$ cat src/rtl/div_sign_restore_if.sv
// Handshake bundle between the signed-divider front end, the unsigned core and the
// sign-restore back end: issue tags, core results and the registered signed output.
interface div_sign_restore_if #(
   parameter int WIDTH = 32
);
   logic                    issue_valid;
   logic                    issue_signq;
   logic                    issue_signr;
   logic                    issue_ready;
   logic                    core_valid;
   logic        [WIDTH-1:0] core_q;
   logic        [WIDTH-1:0] core_r;
   logic                    core_ready;
   logic                    out_valid;
   logic                    out_ready;
   logic signed [WIDTH-1:0] out_q;
   logic signed [WIDTH-1:0] out_r;
   logic                    tag_err;

   modport master (
      output issue_valid, issue_signq, issue_signr, core_valid, core_q, core_r, out_ready,
      input  issue_ready, core_ready, out_valid, out_q, out_r, tag_err
   );

   modport slave (
      input  issue_valid, issue_signq, issue_signr, core_valid, core_q, core_r, out_ready,
      output issue_ready, core_ready, out_valid, out_q, out_r, tag_err
   );
endinterface

$ cat src/rtl/div_sign_restore.sv
// Signed-divider back end: in-order sign-tag FIFO plus two's-complement sign restore
// into a registered valid/ready stage. Define DIV_REM_EN to carry the remainder path.
module div_sign_restore #(
   parameter int WIDTH = 32,
   parameter int DEPTH = 4
) (
   input logic               clk,
   input logic               rst,
   div_sign_restore_if.slave bus
);
   localparam int          PW   = $clog2(DEPTH);
   localparam logic [PW:0] FULL = (PW + 1)'(DEPTH);
`ifdef DIV_REM_EN
   localparam int TW = 2;
`else
   localparam int TW = 1;
`endif

   logic [TW-1:0]           tag_mem [DEPTH];
   logic [TW-1:0]           tag_in;
   logic [TW-1:0]           head;
   logic [PW-1:0]           wptr;
   logic [PW-1:0]           rptr;
   logic [PW:0]             count;
   logic                    push;
   logic                    pop;
   logic                    tag_err;
   logic                    vld_p1;
   logic signed [WIDTH-1:0] q_p1;

   function automatic logic signed [WIDTH-1:0] restore_sign(input logic neg,
                                                            input logic [WIDTH-1:0] mag);
      return neg ? $signed(~mag + 1'b1) : $signed(mag);
   endfunction

   // Readies depend only on registered state and out_ready, never on the valids.
   assign bus.issue_ready = !rst && (count != FULL);
   assign bus.core_ready  = !rst && (count != '0) && (!vld_p1 || bus.out_ready);
   assign push            = bus.issue_valid && bus.issue_ready;
   assign pop             = bus.core_valid && bus.core_ready;
   assign head            = tag_mem[rptr];

`ifdef DIV_REM_EN
   assign tag_in = {bus.issue_signq, bus.issue_signr};
`else
   logic unused_rem;
   assign tag_in     = bus.issue_signq;
   assign unused_rem = ^{bus.issue_signr, bus.core_r};
`endif

   always_ff @(posedge clk) begin
      if (push) tag_mem[wptr] <= tag_in;
   end

   always_ff @(posedge clk) begin
      if (rst) begin
         wptr    <= '0;
         rptr    <= '0;
         count   <= '0;
         tag_err <= 1'b0;
      end else begin
         if (push) wptr <= wptr + 1'b1;
         if (pop)  rptr <= rptr + 1'b1;
         case ({push, pop})
            2'b10:   count <= count + 1'b1;
            2'b01:   count <= count - 1'b1;
            default: ;
         endcase
         // A result with nothing outstanding is never accepted; just flag it.
         if (bus.core_valid && (count == '0)) tag_err <= 1'b1;
      end
   end

   // ---- stage p1: registered signed result ----
`ifdef DIV_REM_EN
   logic signed [WIDTH-1:0] r_p1;

   always_ff @(posedge clk) begin
      if (rst) r_p1 <= '0;
      else if (pop) r_p1 <= restore_sign(head[0], bus.core_r);
   end

   assign bus.out_r = r_p1;
`else
   assign bus.out_r = '0;
`endif

   always_ff @(posedge clk) begin
      if (rst) begin
         vld_p1 <= 1'b0;
         q_p1   <= '0;
      end else if (pop) begin
         vld_p1 <= 1'b1;
         q_p1   <= restore_sign(head[TW-1], bus.core_q);
      end else if (bus.out_ready) begin
         vld_p1 <= 1'b0;
      end
   end

   assign bus.out_valid = vld_p1;
   assign bus.out_q     = q_p1;
   assign bus.tag_err   = tag_err;
endmodule

$ cat src/flat_wrapper.sv
// flat-port wrapper written by rule: the top's interface ports become plain ports
module div_sign_restore_flat 
#(
   parameter int WIDTH = 32,
   parameter int DEPTH = 4
)
  (clk, rst, bus_issue_valid, bus_issue_signq, bus_issue_signr, bus_core_valid, bus_core_q, bus_core_r, bus_out_ready, bus_issue_ready, bus_core_ready, bus_out_valid, bus_out_q, bus_out_r, bus_tag_err);
  div_sign_restore_if #(.WIDTH(WIDTH)) bus_i ();
  input logic clk;
  input logic rst;
  input wire logic [$bits(bus_i.issue_valid)-1:0] bus_issue_valid;
  input wire logic [$bits(bus_i.issue_signq)-1:0] bus_issue_signq;
  input wire logic [$bits(bus_i.issue_signr)-1:0] bus_issue_signr;
  input wire logic [$bits(bus_i.core_valid)-1:0] bus_core_valid;
  input wire logic [$bits(bus_i.core_q)-1:0] bus_core_q;
  input wire logic [$bits(bus_i.core_r)-1:0] bus_core_r;
  input wire logic [$bits(bus_i.out_ready)-1:0] bus_out_ready;
  output wire logic [$bits(bus_i.issue_ready)-1:0] bus_issue_ready;
  output wire logic [$bits(bus_i.core_ready)-1:0] bus_core_ready;
  output wire logic [$bits(bus_i.out_valid)-1:0] bus_out_valid;
  output wire logic [$bits(bus_i.out_q)-1:0] bus_out_q;
  output wire logic [$bits(bus_i.out_r)-1:0] bus_out_r;
  output wire logic [$bits(bus_i.tag_err)-1:0] bus_tag_err;
  assign bus_i.issue_valid = bus_issue_valid;
  assign bus_i.issue_signq = bus_issue_signq;
  assign bus_i.issue_signr = bus_issue_signr;
  assign bus_i.core_valid = bus_core_valid;
  assign bus_i.core_q = bus_core_q;
  assign bus_i.core_r = bus_core_r;
  assign bus_i.out_ready = bus_out_ready;
  assign bus_issue_ready = bus_i.issue_ready;
  assign bus_core_ready = bus_i.core_ready;
  assign bus_out_valid = bus_i.out_valid;
  assign bus_out_q = bus_i.out_q;
  assign bus_out_r = bus_i.out_r;
  assign bus_tag_err = bus_i.tag_err;
  div_sign_restore #(.WIDTH(WIDTH), .DEPTH(DEPTH)) u_core (.clk(clk), .rst(rst), .bus(bus_i));
endmodule
$ cat config.mk
export PLATFORM = sky130hd
export DESIGN_NAME = div_sign_restore_flat
export DESIGN_NICKNAME = d
export VERILOG_FILES = /design/src/rtl/div_sign_restore_if.sv /design/src/rtl/div_sign_restore.sv /design/src/flat_wrapper.sv
export SDC_FILE = /design/constraint.sdc
export NUM_CORES = 1
export LEC_CHECK = 0
export CORE_AREA = 2 2 89 91
export CTS_CLUSTER_DIAMETER = 80
export DETAILED_ROUTE_END_ITERATION = 10
export DIE_AREA = 0 0 91 93
export HOLD_SLACK_MARGIN = 0.03
export PLACE_DENSITY = 0.76
export SYNTH_ARGS = -nofsm -noshare
export SYNTH_HDL_FRONTEND = slang
export SYNTH_SLANG_ARGS = --single-unit
$ cat constraint.sdc
create_clock -name clk -period 3.2 [get_ports clk]
set_input_delay 0.64 -clock clk [delete_from_list [all_inputs] [get_ports clk]]
set_output_delay 0.64 -clock clk [all_outputs]
set_load 0.005 [all_outputs]
* After elaboration in Yosys (flattened, before gate mapping)
Memories as Yosys holds them, arrays and structs flattened. A register that Yosys moved wholly into a read port is not among the register bits.
Cells that the tools add are included.
** Storage, ports and cells
- Bits in registers :: 41
- Bits in writable memories :: 4
- Output and inout port bits :: 68
- Memories :: 1
** Operators by class
- $add $sub $neg :: 5
- Equal/unequal tests :: 3
- Muxes and demuxes :: 8
- Bitwise logic cells :: 1
- Reduce and logical (&&, ||, !) cells :: 13
** Memory list
- u_core.tag_mem :: depth 4, width 1, rd ports 1, clocked after Yosys merged registers in 1, wr ports 1, line div_sign_restore.sv:19 : logic [TW-1:0] tag_mem [DEPTH];
** Operators by type and width (count)
- 32-bit by 1-bit adder with 32-bit output, second input constant :: 1
- 32-bit 2-to-1 mux :: 1
- 32-bit inverter :: 1
- 1-bit logical AND :: 6
- 3-bit one-hot mux with 2 select lines :: 1
- 2-bit by 1-bit adder with 2-bit output, second input constant :: 2
- 1-bit 2-to-1 mux :: 4
- 2-bit 2-to-1 mux :: 2
- 2-bit nonzero test :: 2
- 3-bit by 1-bit adder with 3-bit output, second input constant :: 1
- 3-bit zero test :: 1
- 3-bit != test, second input constant :: 1
- 3-bit nonzero test :: 1
- 3-bit by 1-bit subtractor with 3-bit output, second input constant :: 1
- 2-bit by 1-bit == test with 1-bit output, second input constant :: 1
- 2-bit == test, second input constant :: 1
- 1-bit zero test :: 2
- 1-bit logical OR :: 1

* Longest topological paths before layout
Gate-level depths: netlist of run 1.
- Word-level depth :: 6
- Depth in mapped cells :: 11
- Mapped depth without buffers :: 10

* Least setup slack after synthesis of run 1
OpenSTA, ideal clock, no wires.
- Kind :: input-to-reg
- From :: input rst
- To :: register u_core.count[2]
- Library setup time :: 0.071 ns
- Arrival :: 2.782 ns
- Slack :: 0.347 ns
- Stages :: 11
- Path buffers :: 2
- Cells stage by stage :: clkbuf_1 > clkinv_1 > nand4_2 > clkinv_1 > clkbuf_1 > ha_1 > inv_1 > fa_1 > xor2_1 > or3_1 > a21oi_1
** Between the ends
- Longest elaborated chain between the ends :: 6
- Elaborated cells on any way between the ends :: 10
** RTL lines
- from (decl) :: line flat_wrapper.sv:10 : input logic rst;
- 1-bit zero test * :: line div_sign_restore.sv:38 : assign bus.core_ready = !rst && (count != '0) && (!vld_p1 || bus.out_ready);
- 1-bit logical AND * (2 in series) :: line div_sign_restore.sv:38
- 1-bit logical AND * :: line div_sign_restore.sv:40 : assign pop = bus.core_valid && bus.core_ready;
- named net u_core.pop :: line div_sign_restore.sv:26 : logic pop;
- 2-bit by 1-bit == test with 1-bit output or 2-bit == test (tied branches) :: line div_sign_restore.sv:64 : case ({push, pop})
- 3-bit one-hot mux with 2 select lines or 2-bit nonzero test (tied branches)
- to (signal assigned) :: line div_sign_restore.sv:65 : 2'b10: count <= count + 1'b1;
- to (signal assigned) :: line div_sign_restore.sv:66 : 2'b01: count <= count - 1'b1;
- to (decl) :: line div_sign_restore.sv:24 : logic [PW:0] count;
The timed path passes the listed nets; every way through them passes the cells marked *.
A chain may end at the register's enable or synchronous reset.

* Worst setup path in the final report of run 1
- From :: input rst
- To :: output bus_core_ready
** Between the ends
- Longest elaborated chain between the ends :: 3
** RTL lines
- 1-bit zero test :: line div_sign_restore.sv:38
- 1-bit logical AND (2 in series) :: line div_sign_restore.sv:38
- to (decl) :: line flat_wrapper.sv:19 : output wire logic [$bits(bus_i.core_ready)-1:0] bus_core_ready;
Every way passes these cells.

==> results of run 1 <==
Yosys cell counts (all sizes together) (4+ instances only):
cell / number
nor4: 9
or4: 4
clkbuf: 11
nor2: 29
a41oi: 4
nor3: 6
buf: 34
xor2: 17
dfxtp: 43
xnor2: 15
o41ai: 4
edfxtp: 4
a211oi: 12
a21oi: 13
o31ai: 5
mux2i: 4
and3: 5
or3: 4
ha: 6
o21ai: 24
nand3: 13
inv: 8
a31oi: 6
nand2: 9
routing by layer:
metal / routed length [um] / GRT usage [%]
met4: 34 / 3.66
met3: 416 / 4.11
met2: 3330 / 27.3
met5: 0 / 0
met1: 2830 / 19.0
worst max-delay path by stage:
stage | end | slack (ns) | cells after the start
2_1_floorplan | u_core.count[2] | 0.35 | 11
3_3_place_gp | u_core.bus.out_q[31] | 0.18 | 6
3_5_place_dp | u_core.bus.out_q[31] | 0.17 | 6
4_1_cts | bus_core_ready | 0.44 | 5
5_1_grt | bus_core_ready | 0.34 | 5
6_report | bus_core_ready | 0.44 | 5
layout make-up:
cell class                 instances  share of cell area (%)
clock buffer                       6                    2.01
multi-input combinational        238                    41.5
clock inverter                     2                    1.67
tap                              102                    3.54
sequential                        47                    27.2
timing repair buffer              86                    23.0
inverter                          10                    1.04
flip-flops by register name, indices dropped and copies added (netlist names), named ones only:
name	cells
u_core.bus.out_q	32
u_core.tag_mem	4
u_core.count	3
u_core.rptr	2
u_core.wptr	2
u_core.bus.out_valid	1
u_core.bus.tag_err	1
cell families after synthesis:
| family | share of synthesized area, % |
|---|---|
| buffers and inverters | 12.4 |
| AO/OA/AOI/OAI | 16.5 |
| flip-flops | 36.4 |
| adder cells (fa/ha/maj) | 3.53 |
| other | 0.139 |
| multiplexers | 1.90 |
| AND/OR/NAND/NOR | 18.7 |
| XOR/XNOR | 10.4 |
worst max-delay path, stage by stage:
cell             delay (ns)
clkdlybuf4s50_1        0.50
buf_4                  0.23
clkinv_1               0.15
and3_1                 0.17
clkdlybuf4s50_1        0.44
through the flow:
stage	total power, uW	setup slack [ns]	hold slack, ns	cell area (sq um)
after CTS	1580	0.435	0.469	3600
after global routing	1650	0.342	0.494	3600
after global placement	1050	0.177	0.448	3470
final	1560	0.436	0.463	3600
after floorplan	894	0.347	0.453	2810
after detailed placement	1060	0.167	0.459	3470
power groups by stage:
stage	Clock [uW]	Combinational, uW	Sequential (uW)
after floorplan	0	212	682
after global placement	0	365	680
after detailed placement	0	374	683
after CTS	533	377	670
after global routing	553	418	676
final	519	375	669
cell usage in the layout (no fill, tap or decap), types with 8 or more instances in the layout:
cell / count
conb_1: 32
nor4_1: 8
clkdlybuf4s50_1: 73
nor2_1: 29
nand3_1: 13
o21ai_0: 24
nand2_1: 9
xnor2_1: 15
dfxtp_1: 43
xor2_1: 17
a211oi_1: 12
a21oi_1: 13
buf_4: 13
inv_1: 8
==> impl_metrics.csv, run 1 <==
group,metric,value,unit
run_status,status,"completed",
worst_setup_path,crit_fanout,14,
timing,finalCriticalPeriod,2.76,ns
cts,clockRootBuffer,"clkbuf_8",
worst_hold_path,min-delay-start,"u_core.bus.out_q[0]",
timing,finalSetupViolCount,0,
worst_setup_path,r2r_slack,1.05,ns
cts,cts_tree,"built",
die,row_count,32,
synthesis,synth_flop_cell,"dfxtp_1",
worst_setup_path,critPathArrivalTime,2.12,ns
worst_hold_path,min_path_type,"register to register",
synthesis,synth_top_area_share,32.0,%
final_layout,antennaDiodeCount,0,
timing,worstMarginPinSlew,0.506,ns
synthesis,postSynthCellCount,309,
routing,drt-initial-drc-count,101,
timing,min_period_over_period,86.4,%
final_layout,stdcell_count,491,
global_routing,grt_pass1_wl,10800,um
global_routing,grtUsageTotal,15.5,%
worst_setup_path,crit_required,2.56,ns
routing,finalWirelength,6610,um
routing,ant_nets,0,
power_and_ir_drop,pwr-share-seq,42.8,%
synthesis,yosysTopAreaCell,"dfxtp_1",
synthesis,synth_area,2690,sq um
placement,hpwl,5040,um
global_routing,grt_max_degree,45,
final_layout,area_growth,33.7,%
die,io_pins,139,
global_routing,gr-total-overflow,0,
timing,drv_slew,0,
worst_setup_path,worst_setup_path_start_kind,"input pin",
synthesis,synth_edf_count,4,
synthesis,ys_async_sr_fraction,0,%
worst_setup_path,cp-startpoint,"rst",
timing,fmax,0.362,GHz
cts,clkSlewWorstSetupHoldPaths,0.09,ns
worst_hold_path,min_delay_path_depth,2,
routing,vias_per_cell,4.83,
die,core-area,7530,sq um
power_and_ir_drop,power_frac_clock,33.2,%
worst_setup_path,r2r_start,"u_core.count[0]",
die,die_w,91,um
worst_setup_path,setup.worst_path.class,"input pin to output port",
power_and_ir_drop,p_per_area,434,nW/um^2
synthesis,seq_area_frac_synth,36.4,%
placement,io_buffers,73,
final_layout,final_nets,466,
synthesis,yosysWarnings,0,
die,die_area,8460,sq um
worst_setup_path,r2r-end,"u_core.count[2]",
power_and_ir_drop,p_leak,0.00132,uW
global_routing,first_global_vias,2273,
cts,holdBufCountCts,0,
cts,clk_latency,0.30,ns
timing,clock_skew,0.00691,ns
placement,routabilityCongestion,0.824,
cts,numCtsBuffers,5,
power_and_ir_drop,combPwrFrac,24.0,%
final_layout,final-seq-area,981,sq um
die,start_util,35.8,%
synthesis,yosysUniqueCellTypes,45,
cts,ctsHtreeMaxLevel,2,
global_routing,antenna_found_initial,0,
synthesis,yosys-top-cells-area,"dfxtp_1 (32%), buf_4 (8.9%), xor2_1 (5.5%), xnor2_1 (4.9%), o21ai_0 (4.5%)",
routing,post-route-drc-count,0,
final_layout,final_layout_size_suffix_gt1_share,7.20,%
final_layout,multi_input_area,1500,sq um
worst_setup_path,end_kind,"output port",
worst_hold_path,whs_endpoint,"u_core.bus.out_q[0]",
cts,clock-sinks,47,
cts,clock_path_buffers,2,
power_and_ir_drop,power.switching,413,uW
synthesis,synth_area_per_cell,8.72,sq um
cts,post_cts_resized,0,
worst_setup_path,reg2reg_depth,10,
timing,relSlewSlack,66.2,%
routing,dr.pass1.iters,4,
power_and_ir_drop,irDropWorstVdd,238,uV
timing,rsz0062_at_grt,"false",
cts,cts_setup_buffers,0,
timing,tns,0,ns
die,die_y,93,um
power_and_ir_drop,p_sw_share,26.4,%
final_layout,n_fill_cell,755,
final_layout,utilization,47.9,%
routing,num_vias,2371,
routing,wl_per_cell,13.5,um
placement,placed_cells,483,
run,max_cap_violations,0,
timing,hold_viol_final,0,
synthesis,ys_ff_latch,47,
power_and_ir_drop,internal_power,1150,uW
(Power assumes the default switching activity.)
==> run 2: changes to the inputs <==
Settings changed: CAP_MARGIN set to 20.
==> results of run 2 <==
The final DEF is identical to that of run 1; final timing and power are the same.
